$ cat src/rtl/core_pkg.sv
// Shared pipeline-control types and constants for the RV32I core.
package core_pkg;

    localparam int REG_ADDR_W = 5;
    localparam int WAIT_W     = 8;

    typedef enum logic [1:0] {
        RUN      = 2'd0,
        MEM_WAIT = 2'd1,
        HALT     = 2'd2
    } hz_state_e;

    // One bundle for every pipeline-register enable and flush.
    typedef struct packed {
        logic pc_en;
        logic if_id_en;
        logic if_id_flush;
        logic id_ex_en;
        logic id_ex_flush;
        logic ex_mem_en;
        logic mem_wb_en;
    } pipe_ctrl_t;

    // Whole pipe frozen: nothing advances, nothing is cleared.
    localparam pipe_ctrl_t CTRL_HOLD     = '{1'b0, 1'b0, 1'b0, 1'b0, 1'b0, 1'b0, 1'b0};
    // Normal advance.
    localparam pipe_ctrl_t CTRL_RUN      = '{1'b1, 1'b1, 1'b0, 1'b1, 1'b0, 1'b1, 1'b1};
    // Taken branch/jump: advance and kill the two younger instructions.
    localparam pipe_ctrl_t CTRL_REDIRECT = '{1'b1, 1'b1, 1'b1, 1'b1, 1'b1, 1'b1, 1'b1};
    // Load-use: hold PC and IF/ID, push a bubble into EX.
    localparam pipe_ctrl_t CTRL_BUBBLE   = '{1'b0, 1'b0, 1'b0, 1'b1, 1'b1, 1'b1, 1'b1};

endpackage

$ cat src/rtl/pipe_hazard_ctrl_if.sv
// Hazard-controller bus between the datapath (master) and pipe_hazard_ctrl (slave).
interface pipe_hazard_ctrl_if
    import core_pkg::*;
#(
    parameter int CNT_W = 32
);
    // Hazard sources reported by the datapath
    logic [REG_ADDR_W-1:0] id_rs1;
    logic [REG_ADDR_W-1:0] id_rs2;
    logic                  id_use_rs1;
    logic                  id_use_rs2;
    logic [REG_ADDR_W-1:0] ex_rd;
    logic                  ex_is_load;
    logic                  ex_redirect;
    logic                  mem_req;
    logic                  mem_ready;

    // Pipeline-register controls and status back to the datapath
    logic                  pc_en;
    logic                  if_id_en;
    logic                  if_id_flush;
    logic                  id_ex_en;
    logic                  id_ex_flush;
    logic                  ex_mem_en;
    logic                  mem_wb_en;
    logic                  halted;
    logic [CNT_W-1:0]      stall_cnt;

    modport master (
        output id_rs1, id_rs2, id_use_rs1, id_use_rs2, ex_rd, ex_is_load,
               ex_redirect, mem_req, mem_ready,
        input  pc_en, if_id_en, if_id_flush, id_ex_en, id_ex_flush,
               ex_mem_en, mem_wb_en, halted, stall_cnt
    );

    modport slave (
        input  id_rs1, id_rs2, id_use_rs1, id_use_rs2, ex_rd, ex_is_load,
               ex_redirect, mem_req, mem_ready,
        output pc_en, if_id_en, if_id_flush, id_ex_en, id_ex_flush,
               ex_mem_en, mem_wb_en, halted, stall_cnt
    );

endinterface

$ cat src/rtl/pipe_hazard_ctrl_ld_use_det.sv
// Load-use hazard detector: the ID instruction needs a register the EX load has not produced yet.
module hz_ld_use_det
    import core_pkg::*;
(
    input  logic [REG_ADDR_W-1:0] id_rs1,
    input  logic [REG_ADDR_W-1:0] id_rs2,
    input  logic                  id_use_rs1,
    input  logic                  id_use_rs2,
    input  logic [REG_ADDR_W-1:0] ex_rd,
    input  logic                  ex_is_load,
    output logic                  ld_use
);

    logic rs1_hit;
    logic rs2_hit;

    // x0 is hard-wired zero, so a load targeting it never creates a dependency.
    assign rs1_hit = id_use_rs1 && (id_rs1 == ex_rd);
    assign rs2_hit = id_use_rs2 && (id_rs2 == ex_rd);
    assign ld_use  = ex_is_load && (ex_rd != '0) && (rs1_hit || rs2_hit);

endmodule

$ cat src/rtl/pipe_hazard_ctrl.sv
// Central stall/flush sequencer for the 5-stage pipeline, with data-memory timeout halt.
module pipe_hazard_ctrl
    import core_pkg::*;
#(
    parameter int MEM_TIMEOUT = 16,
    parameter int CNT_W       = 32
)(
    input  logic             clk,
    input  logic             rst,
    pipe_hazard_ctrl_if.slave hz
);

    localparam logic [WAIT_W-1:0] WAIT_LAST = WAIT_W'(MEM_TIMEOUT - 1);

    hz_state_e         state_q, state_d;
    logic [WAIT_W-1:0] wait_cnt_q, wait_cnt_d;
    logic [CNT_W-1:0]  stall_cnt_q;
    pipe_ctrl_t        ctrl;
    logic              mem_stall;
    logic              ld_use;

    assign mem_stall = hz.mem_req && !hz.mem_ready;

    hz_ld_use_det u_ld_use (
        .id_rs1     (hz.id_rs1),
        .id_rs2     (hz.id_rs2),
        .id_use_rs1 (hz.id_use_rs1),
        .id_use_rs2 (hz.id_use_rs2),
        .ex_rd      (hz.ex_rd),
        .ex_is_load (hz.ex_is_load),
        .ld_use     (ld_use)
    );

    // State, wait counter and saturating stall counter.
    always_ff @(posedge clk or posedge rst) begin
        if (rst) begin
            state_q     <= RUN;
            wait_cnt_q  <= '0;
            stall_cnt_q <= '0;
        end else begin
            // NOTE: non-blocking assignments keep every register sampling pre-edge values.
            state_q    <= state_d;
            wait_cnt_q <= wait_cnt_d;
            if (!ctrl.pc_en && (stall_cnt_q != '1))
                stall_cnt_q <= stall_cnt_q + 1'b1;
        end
    end

    // Next state: count consecutive memory wait cycles, halt when the budget runs out.
    always_comb begin
        // NOTE: defaults first so no path leaves a variable unassigned (no latch).
        state_d    = state_q;
        wait_cnt_d = '0;
        unique case (state_q)
            RUN: begin
                if (mem_stall) begin
                    state_d    = MEM_WAIT;
                    wait_cnt_d = WAIT_W'(1);
                end
            end
            MEM_WAIT: begin
                // A dropped mem_req is treated like completion.
                if (!mem_stall) begin
                    state_d = RUN;
                end else if (wait_cnt_q == WAIT_LAST) begin
                    state_d = HALT;
                end else begin
                    wait_cnt_d = wait_cnt_q + 1'b1;
                end
            end
            HALT: begin
                state_d = HALT;
            end
            default: begin
                state_d = RUN;
            end
        endcase
    end

    // Outputs: prioritised pipe control, combinational from state and current inputs.
    always_comb begin
        ctrl = CTRL_HOLD;
        if (rst || (state_q == HALT))
            ctrl = CTRL_HOLD;
        else if (mem_stall)
            ctrl = CTRL_HOLD;     // freeze everything, EX redirect is preserved
        else if (hz.ex_redirect)
            ctrl = CTRL_REDIRECT; // ID instruction is flushed, so ld_use is moot
        else if (ld_use)
            ctrl = CTRL_BUBBLE;
        else
            ctrl = CTRL_RUN;
    end

    assign hz.pc_en       = ctrl.pc_en;
    assign hz.if_id_en    = ctrl.if_id_en;
    assign hz.if_id_flush = ctrl.if_id_flush;
    assign hz.id_ex_en    = ctrl.id_ex_en;
    assign hz.id_ex_flush = ctrl.id_ex_flush;
    assign hz.ex_mem_en   = ctrl.ex_mem_en;
    assign hz.mem_wb_en   = ctrl.mem_wb_en;
    assign hz.halted      = (state_q == HALT);
    assign hz.stall_cnt   = stall_cnt_q;

endmodule

$ cat src/flat_wrapper.sv
// flat-port wrapper written by rule: the top's interface ports become plain ports
module pipe_hazard_ctrl_flat import core_pkg::*;
#(
    parameter int MEM_TIMEOUT = 16,
    parameter int CNT_W       = 32
)
  (clk, rst, hz_id_rs1, hz_id_rs2, hz_id_use_rs1, hz_id_use_rs2, hz_ex_rd, hz_ex_is_load, hz_ex_redirect, hz_mem_req, hz_mem_ready, hz_pc_en, hz_if_id_en, hz_if_id_flush, hz_id_ex_en, hz_id_ex_flush, hz_ex_mem_en, hz_mem_wb_en, hz_halted, hz_stall_cnt);
  pipe_hazard_ctrl_if #(.CNT_W(CNT_W)) hz_i ();
  input  logic clk;
  input  logic rst;
  input wire logic [$bits(hz_i.id_rs1)-1:0] hz_id_rs1;
  input wire logic [$bits(hz_i.id_rs2)-1:0] hz_id_rs2;
  input wire logic [$bits(hz_i.id_use_rs1)-1:0] hz_id_use_rs1;
  input wire logic [$bits(hz_i.id_use_rs2)-1:0] hz_id_use_rs2;
  input wire logic [$bits(hz_i.ex_rd)-1:0] hz_ex_rd;
  input wire logic [$bits(hz_i.ex_is_load)-1:0] hz_ex_is_load;
  input wire logic [$bits(hz_i.ex_redirect)-1:0] hz_ex_redirect;
  input wire logic [$bits(hz_i.mem_req)-1:0] hz_mem_req;
  input wire logic [$bits(hz_i.mem_ready)-1:0] hz_mem_ready;
  output wire logic [$bits(hz_i.pc_en)-1:0] hz_pc_en;
  output wire logic [$bits(hz_i.if_id_en)-1:0] hz_if_id_en;
  output wire logic [$bits(hz_i.if_id_flush)-1:0] hz_if_id_flush;
  output wire logic [$bits(hz_i.id_ex_en)-1:0] hz_id_ex_en;
  output wire logic [$bits(hz_i.id_ex_flush)-1:0] hz_id_ex_flush;
  output wire logic [$bits(hz_i.ex_mem_en)-1:0] hz_ex_mem_en;
  output wire logic [$bits(hz_i.mem_wb_en)-1:0] hz_mem_wb_en;
  output wire logic [$bits(hz_i.halted)-1:0] hz_halted;
  output wire logic [$bits(hz_i.stall_cnt)-1:0] hz_stall_cnt;
  assign hz_i.id_rs1 = hz_id_rs1;
  assign hz_i.id_rs2 = hz_id_rs2;
  assign hz_i.id_use_rs1 = hz_id_use_rs1;
  assign hz_i.id_use_rs2 = hz_id_use_rs2;
  assign hz_i.ex_rd = hz_ex_rd;
  assign hz_i.ex_is_load = hz_ex_is_load;
  assign hz_i.ex_redirect = hz_ex_redirect;
  assign hz_i.mem_req = hz_mem_req;
  assign hz_i.mem_ready = hz_mem_ready;
  assign hz_pc_en = hz_i.pc_en;
  assign hz_if_id_en = hz_i.if_id_en;
  assign hz_if_id_flush = hz_i.if_id_flush;
  assign hz_id_ex_en = hz_i.id_ex_en;
  assign hz_id_ex_flush = hz_i.id_ex_flush;
  assign hz_ex_mem_en = hz_i.ex_mem_en;
  assign hz_mem_wb_en = hz_i.mem_wb_en;
  assign hz_halted = hz_i.halted;
  assign hz_stall_cnt = hz_i.stall_cnt;
  pipe_hazard_ctrl #(.MEM_TIMEOUT(MEM_TIMEOUT), .CNT_W(CNT_W)) u_core (.clk(clk), .rst(rst), .hz(hz_i));
endmodule
$ cat config.mk
export PLATFORM = sky130hd
export DESIGN_NAME = pipe_hazard_ctrl_flat
export DESIGN_NICKNAME = d
export VERILOG_FILES = /design/src/rtl/core_pkg.sv /design/src/rtl/pipe_hazard_ctrl_if.sv /design/src/rtl/pipe_hazard_ctrl_ld_use_det.sv /design/src/rtl/pipe_hazard_ctrl.sv /design/src/flat_wrapper.sv
export SDC_FILE = /design/constraint.sdc
export NUM_CORES = 1
export LEC_CHECK = 0
export CAP_MARGIN = 20
export CORE_MARGIN = 4
export CORE_UTILIZATION = 45
export CTS_BUF_LIST = sky130_fd_sc_hd__clkbuf_4
export CTS_CLUSTER_SIZE = 12
export DETAILED_ROUTE_END_ITERATION = 6
export GPL_TIMING_DRIVEN = 0
export PLACE_DENSITY = 0.83
export RECOVER_POWER = 25
export SLEW_MARGIN = 5
export SYNTH_ARGS = -nofsm -noshare
export SYNTH_HDL_FRONTEND = slang
export SYNTH_SLANG_ARGS = --single-unit
$ cat constraint.sdc
create_clock -name clk -period 2.1 [get_ports clk]
set_clock_uncertainty 0.2 [all_clocks]
set_input_delay 0.42 -clock clk [delete_from_list [all_inputs] [get_ports clk]]
set_output_delay 0.42 -clock clk [all_outputs]
set_load 0.01 [all_outputs]
==> impl_metrics.tcl <==
set metrics [dict create \
    violations "setup timing" \
    routed_via_density 5.96 \
    synth.distinct_cells 36 \
    cts.sinks 42 \
    cts_buffer_depth 2 \
    grt_util_met2_pct 45.0 \
    critical_path_class "primary input to output port" \
    synth_nets 247 \
    ant_nets 0 \
    die_y_um 79.7 \
    final_util_pct 88.6 \
    synth_top_area_share_pct 45.5 \
    setup_tns_ps -5330 \
    path_cells "buf_8 -> xor2_2 -> nor4_2 -> a32oi_1 -> o31a_1 -> buf_6 -> buf_6 -> buf_6" \
    cp_common_cell "buf_6" \
    combPwrFrac_pct 45.3 \
    fmax_mhz 406 \
    hold_viol 0 \
    synth_edf_count 0 \
    clk_pin_slew_ps 140 \
    io_pins 63 \
    crit_fanout 3 \
    use_met3_pct 6.21 \
    coreArea_sq_um 4850 \
    setup_slack_ps -362 \
    p_int_uw 1770 \
    synth_top_area_cell "dfrtp_1" \
    finalSetupViolations 35 \
    ys_ff_latch 42 \
    r2r_start "u_core.hz.stall_cnt[4]" \
    place_congestion 0.764 \
    dp_slack_ps -1310 \
    path_depth 8 \
    drv_slew 0 \
    overflow 0 \
    row_count 25 \
    grt_usage_pct 26.9 \
    die_area_sq_um 6350 \
    path_buf_inv 4 \
    start_util_pct 47.7 \
    cp-end-kind "output port" \
    syn_inst 222 \
    cts_inserted_buffers 5 \
    die_w_um 79.7 \
    antennaDiodeCount 0 \
    reg2reg_depth 5 \
    antenna_found_initial 0 \
    start_kind "primary input" \
    p_seq_share_pct 39.4 \
    critical-path-top-delay-family "compound AO/OA/AOI/OAI gates" \
    syn_area_per_cell_sq_um 10.4 \
    crit_path_top_delay_cell "o31a_1" \
    power_density_nw_per_um2 653 \
    tightest_slew_ps 476 \
    netlist_area_sq_um 2310 \
    max_stage_delay_ps 310 \
    synthFlopType "dfrtp_1" \
    critPathArrivalTime_ps 1840 \
    p_switching_uw 1040 \
    nNetsFinal 381 \
    swShare_pct 36.9 \
    dr.pass1.iters 4 \
    period_needed_ps 2460 \
    yosysWarnings 0 \
    place.port_buffers 62 \
    slew_headroom_pct 68.2 \
    maxCapViolations 0 \
    synthTopCellsByCount "xor2_1, dfrtp_1, nor3_1, nand3_1, nor2_1" \
    period_share_pct 117 \
    dr_total_vias 2526 \
    irDropWorstVdd_uv 773 \
    seq_area_frac_synth_pct 45.5 \
    place_hpwl_mm 4.07 \
    pwr-share-clk_pct 15.3 \
    root_buffer "clkbuf_4" \
    p_total_uw 2800 \
    grtUsageMet1_pct 32.5 \
    wl_mm 9.95 \
    tritoncts "built" \
    route.detailed.drc 0 \
    wl_per_cell_um 23.5 \
    grt_pass1_vias 2427 \
    async_reset_ff_share_pct 100 \
    leakagePower_uw 0.00179 \
    grt_pass1_wl_mm 12.7 \
    r2r_end "u_core.hz.stall_cnt[19]" \
    ys_top_cells_by_area "dfrtp_1, xor2_1, nor3_1" \
    top_usage_layer "met2" \
    status "complete, but fails checks" \
    drt_iter0_drc 140 \
    cts_max_level 2 \
    grt_max_degree 31 \
    worstPathRequired_ps 1480 \
    hold_class "register to register" \
    drive_gt1_share_pct 49.0 \
    hold_start "u_core.hz.stall_cnt[17]" \
    yosysMostFrequentCell "xor2_1" \
    r2r_setup_slack_ps -260 \
    endpoint "hz_pc_en" \
    crit_start "hz_ex_rd[1]" \
    clkLatencyLatePin_ps 380 \
    syn_to_final_growth_pct 85.8 \
    rsz0062_at_grt "true" \
]
power groups by stage:
stage | registers [uW] | logic, uW | clock network [uW]
after global placement | 1090 | 675 | 0
after detailed placement | 1090 | 695 | 0
after CTS | 1060 | 986 | 414
after floorplan | 1130 | 278 | 0
after global routing | 1110 | 1320 | 458
final | 1110 | 1270 | 428
flip-flops by register name, indices dropped and copies added (netlist names):
signal,flops
u_core.hz.stall_cnt,32
u_core.state_q,2
u_core.wait_cnt_q,8
area by class of cell:
cell class,count,area [sq um]
buffer,8,113
multi-input combinational,167,1700
tap,67,83.8
inverter,3,11.3
fill,179,552
clock buffer,6,45.0
sequential,42,1070
timing repair buffer,129,1270
clock inverter,2,8.76
worst min-delay path by stage:
stage / to / cells past startpoint
after floorplan: u_core.state_q[0] / 1
after global placement: u_core.hz.stall_cnt[26] / 1
after detailed placement: u_core.hz.stall_cnt[9] / 1
after CTS: u_core.state_q[1] / 2
after global routing: u_core.hz.stall_cnt[17] / 1
final: u_core.hz.stall_cnt[17] / 1
logic make-up (layout without fill, tap and decap cells):
logic type | after synthesis | after routing | share of synthesized area (%)
XOR/XNOR | 47 | 47 | 17.8
adder cells (fa/ha/maj) | 2 | 2 | 1.08
flip-flops | 42 | 42 | 45.5
AO/OA/AOI/OAI | 7 | 7 | 2.06
buffers and inverters | 13 | 148 | 3.46
AND/OR/NAND/NOR | 110 | 110 | 29.7
multiplexers | 1 | 1 | 0.487
cells in the final DEF (no fill, tap or decap), drive strengths merged, types with 2 or more instances in the layout:
cell type,Yosys,final
clkbuf,1,11
nand3,14,14
and4,2,2
nor4,10,10
nor2b,3,3
nand4,9,9
xor2,43,43
clkinv,0,2
clkdlybuf4s15,0,2
or3,2,2
ha,2,2
and2,3,3
dlymetal6s2s,0,5
xnor2,4,4
dfrtp,42,42
and3,4,4
buf,9,89
nand2,13,13
nor3,20,20
dlygate4sd2,0,4
nor4b,6,6
nor2,15,15
clkdlybuf4s50,0,30
nand2b,5,5
inv,3,3
a21oi,2,2
worst register-to-register path, delay by kind of cell, from the launching register on:
family        cells  cell delay (ps)
flops             1              460
xor+xnor          1              190
simple gates      4             1460
per-layer routing:
metal,share of wire [%],up-vias
met5,0,-
met4,6.3,0
met3,8.0,61
met2,50,175
met1,35,1244
li1,-,1046
per-stage QoR:
| step | std cells | hold WS (ps) | instance area [sq um] |
|---|---|---|---|
| 3_3_place_gp | 351 | 274 | 3220 |
| 4_1_cts | 398 | 198 | 3930 |
| 6_report | 424 | 318 | 4300 |
| 5_1_grt | 424 | 332 | 4300 |
| 2_1_floorplan | 222 | 281 | 2520 |
| 3_5_place_dp | 352 | 282 | 3240 |
timing repair:
item                       CTS  global route
hold endpoints to repair     0            12
resized for setup          143            67
setup buffers               35            30
hold buffers                 0             1
pin swaps                   38            42
setup endpoints to repair   40            48
cloned                       3             1
Note: power is estimated with default switching activity, not from simulation.
